$ cat src/rtl/ddr_slave_arbiter.sv
// Round-robin arbiter sharing one DDR burst-command port among up to four slaves.
// It also owns the frame-bank rotation that all slaves consume.
module ddr_slave_arbiter #(
    parameter int unsigned SLAVE_NUM = 4,
    parameter logic [15:0] TIMEOUT   = 16'd4096,
    parameter logic [1:0]  BANK_NUM  = 2'd3
) (
    input  logic         ddr_clk,
    input  logic         sys_rstn,
    input  logic [3:0]   slave_req,
    input  logic [99:0]  slave_waddr_bus,
    input  logic [39:0]  slave_burst_bus,
    output logic [3:0]   arbitrate_valid,
    output logic         ddr_cmd_en,
    output logic [24:0]  ddr_cmd_addr,
    output logic [9:0]   ddr_cmd_bl,
    input  logic         ddr_cmd_ready,
    input  logic         ddr_burst_done,
    input  logic         frame_sync,
    output logic [1:0]   slave_wrbank,
    output logic         slave_wr_load,
    output logic         timeout_err
);

    localparam int unsigned NS = 4;
    localparam int unsigned AW = 25;
    localparam int unsigned BW = 10;
    localparam int unsigned CW = 16;
    localparam logic [NS-1:0] SLAVE_MASK = NS'((1 << SLAVE_NUM) - 1);

    typedef enum logic [1:0] {IDLE, CMD, BUSY, RELEASE} state_t;

    state_t        state, state_nxt;
    logic [1:0]    ptr, ptr_nxt;
    logic [1:0]    gnt, gnt_nxt;
    logic          pend, pend_nxt;
    logic [CW-1:0] cnt, cnt_nxt;
    logic [NS-1:0] valid_nxt;
    logic          cmd_en_nxt;
    logic [AW-1:0] addr_nxt;
    logic [BW-1:0] bl_nxt;
    logic [1:0]    bank_nxt;
    logic          load_nxt;
    logic          terr_nxt;

    logic [NS-1:0] req_m;
    logic          pick_vld;
    logic [1:0]    pick;
    logic [2:0]    idx;

    // First active request at or above the pointer, wrapping at SLAVE_NUM.
    always_comb begin
        req_m    = slave_req & SLAVE_MASK;
        pick_vld = 1'b0;
        pick     = 2'd0;
        idx      = 3'd0;
        for (int unsigned i = 0; i < SLAVE_NUM; i++) begin
            idx = 3'(ptr) + 3'(i);
            if (idx >= 3'(SLAVE_NUM)) idx = idx - 3'(SLAVE_NUM);
            if (!pick_vld && req_m[idx[1:0]]) begin
                pick_vld = 1'b1;
                pick     = idx[1:0];
            end
        end
    end

    always_comb begin
        state_nxt  = state;
        ptr_nxt    = ptr;
        gnt_nxt    = gnt;
        pend_nxt   = pend | frame_sync;
        cnt_nxt    = cnt;
        valid_nxt  = arbitrate_valid;
        cmd_en_nxt = ddr_cmd_en;
        addr_nxt   = ddr_cmd_addr;
        bl_nxt     = ddr_cmd_bl;
        bank_nxt   = slave_wrbank;
        load_nxt   = 1'b0;
        terr_nxt   = timeout_err;
        case (state)
            IDLE: begin
                // A pending bank rotation takes the whole idle cycle; no grant alongside it.
                if (pend) begin
                    bank_nxt = (slave_wrbank == BANK_NUM) ? 2'd0 : slave_wrbank + 2'd1;
                    load_nxt = 1'b1;
                    pend_nxt = frame_sync;
                end else if (pick_vld) begin
                    gnt_nxt    = pick;
                    valid_nxt  = NS'(1) << pick;
                    cmd_en_nxt = 1'b1;
                    addr_nxt   = slave_waddr_bus[AW*pick +: AW];
                    bl_nxt     = slave_burst_bus[BW*pick +: BW];
                    state_nxt  = CMD;
                end
            end
            CMD: begin
                if (ddr_cmd_ready) begin
                    cmd_en_nxt = 1'b0;
                    cnt_nxt    = '0;
                    state_nxt  = BUSY;
                end
            end
            BUSY: begin
                if (ddr_burst_done) begin
                    valid_nxt = '0;
                    state_nxt = RELEASE;
                end else if (cnt == TIMEOUT - 16'd1) begin
                    valid_nxt = '0;
                    terr_nxt  = 1'b1;
                    state_nxt = RELEASE;
                end else begin
                    cnt_nxt = cnt + CW'(1);
                end
            end
            RELEASE: begin
                ptr_nxt   = (gnt == 2'(SLAVE_NUM - 1)) ? 2'd0 : gnt + 2'd1;
                state_nxt = IDLE;
            end
            default: state_nxt = IDLE;
        endcase
    end

    always_ff @(posedge ddr_clk or negedge sys_rstn) begin
        if (!sys_rstn) begin
            state           <= IDLE;
            ptr             <= 2'd0;
            gnt             <= 2'd0;
            pend            <= 1'b0;
            cnt             <= '0;
            arbitrate_valid <= '0;
            ddr_cmd_en      <= 1'b0;
            ddr_cmd_addr    <= '0;
            ddr_cmd_bl      <= '0;
            slave_wrbank    <= 2'd0;
            slave_wr_load   <= 1'b0;
            timeout_err     <= 1'b0;
        end else begin
            state           <= state_nxt;
            ptr             <= ptr_nxt;
            gnt             <= gnt_nxt;
            pend            <= pend_nxt;
            cnt             <= cnt_nxt;
            arbitrate_valid <= valid_nxt;
            ddr_cmd_en      <= cmd_en_nxt;
            ddr_cmd_addr    <= addr_nxt;
            ddr_cmd_bl      <= bl_nxt;
            slave_wrbank    <= bank_nxt;
            slave_wr_load   <= load_nxt;
            timeout_err     <= terr_nxt;
        end
    end

endmodule

$ cat config.mk
export PLATFORM = sky130hd
export DESIGN_NAME = ddr_slave_arbiter
export DESIGN_NICKNAME = d
export VERILOG_FILES = /design/src/rtl/ddr_slave_arbiter.sv
export SDC_FILE = /design/constraint.sdc
export NUM_CORES = 1
export LEC_CHECK = 0
export CORE_ASPECT_RATIO = 1.5
export CORE_MARGIN = 2
export CORE_UTILIZATION = 38
export DETAILED_ROUTE_END_ITERATION = 16
export PLACE_DENSITY = 0.89
export SYNTH_ARGS = -nofsm -noshare
export SYNTH_HDL_FRONTEND = slang
export SYNTH_SLANG_ARGS = --single-unit
$ cat constraint.sdc
create_clock -name ddr_clk -period 2.3 [get_ports ddr_clk]
set_clock_uncertainty 0.2 [all_clocks]
set_input_delay 0.46 -clock ddr_clk [delete_from_list [all_inputs] [get_ports ddr_clk]]
set_output_delay 0.46 -clock ddr_clk [all_outputs]
set_load 0.03 [all_outputs]
Yosys cells after proc, flatten, opt, wreduce, memory -nomap -nowiden
Index checks and enable logic that the tools add are counted.
{ "word_totals": {"latch_bits": 0, "romBits": 0, "reg_bits": 67, "elab_cells": 112, "output_inout_bits": 44, "memories": 0, "ram_bits": 0} }
{ "op_classes": {"shift": 3, "order_cmp": 8, "bitwise_logic": 3, "muxes": 45, "multipliers": 2, "div_mod_pow": 0, "n_addsub": 10, "eq_ne": 12, "n_reduce_logical": 17} }
{ "op_table": {"columns": ["op", "count"], "rows": [
  ["100-bit by 8-bit variable part select with 25-bit output", 1],
  ["16-bit 2-to-1 mux", 3],
  ["40-bit by 7-bit variable part select with 10-bit output", 1],
  ["16-bit case mux with 2 select lines", 1],
  ["2-bit 2-to-1 mux", 15],
  ["16-bit by 1-bit adder with 16-bit output, second input constant", 1],
  ["16-bit by 12-bit equality test with 1-bit output, second input constant", 1],
  ["4-bit 2-to-1 mux", 4],
  ["4-bit AND reduction", 4],
  ["1-bit 2-to-1 mux", 15],
  ["2-bit by 3-bit less-than comparator with 1-bit output, second input constant", 4],
  ["2-bit inequality test, second input constant", 5],
  ["3-bit greater-or-equal comparator, second input constant", 3],
  ["1-bit binary-select mux with 2-bit select", 4],
  ["2-bit equality test, second input constant", 4],
  ["2-bit case mux with 4 select lines", 1],
  ["4-bit case mux with 2 select lines", 1],
  ["2-bit by 1-bit subtractor with 2-bit output, second input constant", 4],
  ["5-bit by 2-bit multiplier with 7-bit output, first input constant", 1],
  ["2-bit by 2-bit adder with 3-bit output, second input constant", 2],
  ["3-bit AND reduction", 2],
  ["2-bit nonzero test", 3],
  ["3-bit by 2-bit multiplier with 5-bit output, first input constant", 1],
  ["2-bit by 1-bit adder with 2-bit output, second input constant", 2],
  ["12 further kinds", 17]
]} }

Logic depth before layout (Yosys ltp)
Gate-level depths: netlist (run 1).
{ "depth": {"ltp_word": 18, "mapped_depth": 9, "ltp_nobuf": 7} }

Worst setup path after synthesis (run 1)
Ideal clock, no wire load.
{ "synth_path": {"path_kind": "register to register", "startpoint": "register state[0]", "endpoint": "register ddr_cmd_addr[0]", "slack_ns": 0.097, "path_buffers": 2, "required_ns": 1.950, "stages_incl_launch_ff": 10, "arrival_time_ns": 1.853, "path_cell_list": "dfrtp_1 -> inv_1 -> ha_1 -> inv_1 -> nor3_1 -> clkbuf_1 -> nand3_1 -> clkbuf_1 -> a211oi_1 -> a211oi_1"} }
{ "synth_via": {"elab_chain_len": 2} }
{ "synth_lines": {"columns": ["item", "line_no", "text"], "rows": [
  ["from (decl)", "33", "state_t state, state_nxt;"],
  ["from (signal assigned)", "138", "state <= state_nxt;"],
  ["2-bit zero test", "80", "case (state)"],
  ["3-bit AND reduction (no source line)", null, null],
  ["to (signal assigned)", "145", "ddr_cmd_addr <= addr_nxt;"],
  ["to (decl)", "15", "output logic [24:0] ddr_cmd_addr,"]
]} }
Every way passes these cells.
A chain may end at the register's enable or synchronous reset.

Worst setup path after layout (run 1)
{ "layout_path": {"startpoint": "input port slave_req[1]", "endpoint": "register ddr_cmd_addr[4]"} }
{ "layout_via": {"elab_chain_len": 14} }
{ "layout_lines": {"columns": ["item", "line_no", "text"], "rows": [
  ["from (decl)", "10", "input logic [3:0] slave_req,"],
  ["1-bit binary-select mux with 2-bit select", "60", "if (!pick_vld && req_m[idx[1:0]]) begin"],
  ["1-bit 2-to-1 mux (not written as such)", "60", null],
  ["1-bit 2-to-1 mux", "60", null],
  ["1-bit zero test", "60", null],
  ["1-bit logical AND", "60", null],
  ["1-bit 2-to-1 mux", "60", null],
  ["1-bit zero test", "60", null],
  ["1-bit logical AND", "60", null],
  ["1-bit 2-to-1 mux", "60", null],
  ["1-bit zero test", "60", null],
  ["1-bit logical AND", "60", null],
  ["2-bit 2-to-1 mux", "60", null],
  ["5-bit by 2-bit multiplier with 7-bit output", "91", "addr_nxt = slave_waddr_bus[AW*pick +: AW];"],
  ["100-bit by 8-bit variable part select with 25-bit output", "91", null]
]} }
Parallel ways exist; a longest one is shown, timed or not. The select of a mux whose other input is x is not followed.

==> run summary, run 1 <==
status: finished, violations left
violated checks: setup timing
final worst-path cycle share: 1.02
initial antenna violation count: 0
Synth Warn #: 0
TritonCTS clock tree: done
DIE WIDTH: 89.7 um
PD cells: 1100 mW/mm^2
drt drc: 0
Placeable Area: 0.0106 sq mm
GPL Wtd Cong: 0.924
Most used DFF post-synth: dfrtp_1
Max Transition Viols Final: 0
final hold vios: 0
total CTS buffers: 9
DRT antenna net count: 0
Via-to-Cell Ratio: 5.67
setup TNS: -0.103 ns
fin nets: 846
IO Port Bufs: 192
Cell variety after synth: 51
number of antenna repair diodes: 0
crit path DAT: 2.33 ns
global route overflow: 0
syn_area_per_cell: 9.18 sq um
FF+latch area: 0.00168 sq mm
LEAKAGE: 3.04 nW
Starting Density: 0.393
die area: 0.0119 sq mm
Post-synth EDFFs: 0
Synth Cell Area: 0.00418 sq mm
# IOs: 193
CTS sink cnt: 67
Maximum Capacitance Violations: 0
dpl hpwl: 11.5 mm
# fillers: 774
worst-path maximum fanout: 25
Seq cells post-synth: 67
vias: 4748
vias in the first global route: 4865
# H-tree levels: 3
Clock Latency Late Sink: 0.33 ns
DRT Wirelength: 16.7 mm
global-route wire length before repair: 23.5 mm
syn nets: 613
register area share after synthesis: 0.401
relative slew slack: 0.631
CTS Buffer Depth: 2
multi-input logic area: 0.00256 sq mm
Area Growth Syn to Fin: 74.5%
largest net degree at the start of global routing: 44
Post-Syn Instances: 456
die height: 133 um
num rows: 46
Total GRT Usage: 0.257
post-DR wirelength/cell: 19.9 um
Setup CP Type: input port to flop
Worst EP required: 2.29 ns
Pwr Total: 0.00807 W
Peak VDD IR: 0.589 mV
Synth async-reset ratio: 1.00
Max Fclk: 427 MHz
# setup viols final: 3
Hold WC Path Type: flop to flop
Worst setup EP type: flop
fraction of layout instances using a drive strength above 1: 0.196
setup ws final: -0.0400 ns
CP Launch Type: input port
worst-margin pin slew: 0.554 ns
DRT Pass-1 Iters: 5
min Tclk post-route: 2.34 ns
CTS clk-pin slew, worst paths: 0.06 ns
Iteration-0 DRC Markers: 290
CTS root buf: clkbuf_16
-- state kept, by name (all words and copies together), names as in the netlist --
register,cells
ptr,2
pend,1
ddr_cmd_en,1
timeout_err,1
gnt,2
slave_wrbank,2
cnt,16
ddr_cmd_bl,10
ddr_cmd_addr,25
arbitrate_valid,4
state,2
slave_wr_load,1
-- cells in the mapped netlist, types with 4 or more instances --
| cell | n | area share |
|---|---|---|
| xnor2_1 | 7 | 0.015 |
| buf_4 | 4 | 0.0072 |
| nand3_1 | 8 | 0.0096 |
| mux2_2 | 4 | 0.011 |
| o21ai_0 | 6 | 0.0072 |
| nor3_1 | 40 | 0.048 |
| nor2_1 | 51 | 0.046 |
| a21oi_1 | 7 | 0.0084 |
| inv_1 | 9 | 0.0081 |
| mux2i_1 | 38 | 0.091 |
| buf_2 | 8 | 0.0096 |
| a32o_1 | 4 | 0.0096 |
| nand2b_1 | 5 | 0.0075 |
| nand2_1 | 56 | 0.050 |
| a21o_1 | 4 | 0.0072 |
| a211oi_1 | 71 | 0.13 |
| clkbuf_1 | 18 | 0.016 |
| ha_1 | 8 | 0.024 |
| dfrtp_1 | 67 | 0.40 |
-- where the power goes --
part / total [W] / leakage [nW] / switching (W) / internal [W]
clock network: 0.00127 / 0.141 / 0.000489 / 0.000779
registers: 0.00194 / 0.828 / 0.000304 / 0.00164
logic: 0.00486 / 2.07 / 0.00267 / 0.00219
total: 0.00807 / 3.04 / 0.00346 / 0.00461
-- critical path, cell delays in order --
cell and delay [ns]:
clkdlybuf4s50_1 0.59, nor4_4 0.09, buf_4 0.15, nor3_4 0.20, a21bo_2 0.26, buf_12 0.16
a211oi_1 0.29, a211oi_1 0.11
-- logic make-up (layout without fill, tap and decap cells) --
group / after synthesis / count (layout) / synth area share
simple gates: 181 / 182 / 0.203
compound gates: 112 / 112 / 0.215
flops: 67 / 67 / 0.401
mux: 42 / 42 / 0.102
buf+inv: 39 / 276 / 0.0410
fa+ha+maj: 8 / 8 / 0.0239
xor+xnor: 7 / 7 / 0.0147
-- path summary, 6_finish.rpt --
check | start | end | slack (ns) | cells past startpoint
worst min-delay path | arbitrate_valid[1] | arbitrate_valid[1] | 0.29 | 1
min in group asynchronous | sys_rstn | ddr_cmd_bl[6] | 0.48 | 3
worst min register to register | arbitrate_valid[1] | arbitrate_valid[1] | 0.29 | 1
worst max-delay path | slave_req[1] | ddr_cmd_addr[4] | -0.04 | 8
worst max register to register | state[0] | ddr_cmd_addr[4] | 0.06 | 8
max in group asynchronous | sys_rstn | state[1] | 0.95 | 3
-- what timing repair did --
action,in CTS,in global routing
setup endpoints to repair,36,45
hold buffers,1,0
gates cloned,0,5
gates resized for setup,7,39
setup buffers,0,9
hold endpoints to repair,24,0
pin swaps,0,4
-- area by class of cell --
class / count / area share
Clock buffer: 11 / 0.0346
Clock inverter: 5 / 0.00377
Inverter: 9 / 0.00463
Multi-Input combinational cell: 351 / 0.351
Sequential cell: 67 / 0.230
Tap cell: 144 / 0.0247
Timing Repair Buffer: 251 / 0.352
-- metrics by stage --
step / instances / setup slack (ns) / cell area, sq um / util / hold WS [ns]
2_1_floorplan: 456 / 0.0969 / 4180 / - / -0.0356
3_3_place_gp: 807 / -0.552 / 6620 / 0.621 / 0.268
3_5_place_dp: 807 / -0.732 / 6620 / 0.621 / 0.283
4_1_cts: 824 / -0.0236 / 6930 / 0.651 / 0.295
5_1_grt: 838 / -0.0702 / 7300 / 0.686 / 0.312
6_report: 838 / -0.0400 / 7300 / 0.686 / 0.295
-- per-layer routing --
layer / vias up / routed length [um] / GRT usage
li1: 2159 / - / -
met1: 2295 / 6060 / 0.287
met2: 251 / 8970 / 0.460
met3: 43 / 1080 / 0.0480
met4: 0 / 581 / 0.105
met5: - / 0 / 0
-- layout by cell type, fill, tap and decap left out, types with 3 or more instances in the layout --
| master | netlist | final |
|---|---|---|
| mux2i_2 | 0 | 6 |
| buf_12 | 0 | 10 |
| dlymetal6s2s_1 | 0 | 3 |
| inv_1 | 9 | 8 |
| dfrtp_1 | 67 | 66 |
| nand2_1 | 56 | 55 |
| xnor2_1 | 7 | 7 |
| a32o_1 | 4 | 4 |
| buf_4 | 4 | 43 |
| a21o_1 | 4 | 4 |
| nor2_1 | 51 | 47 |
| a211oi_1 | 71 | 51 |
| clkdlybuf4s50_1 | 0 | 188 |
| a211oi_2 | 0 | 20 |
| nor3_1 | 40 | 39 |
| mux2i_1 | 38 | 32 |
| ha_1 | 8 | 5 |
| nor2_4 | 0 | 3 |
| nand3_1 | 8 | 7 |
| mux2_2 | 4 | 4 |
| clkinv_2 | 0 | 4 |
| o21ai_0 | 6 | 5 |
| nand2b_1 | 5 | 5 |
| a21oi_1 | 7 | 6 |
| clkbuf_16 | 0 | 13 |
Power figures use the tool's default switching activity.
==> run 2: changes to the inputs <==
- GPL_TIMING_DRIVEN: not set -> 1
==> results of run 2 <==
No change in the layout: final DEF, timing and power equal those of run 1.
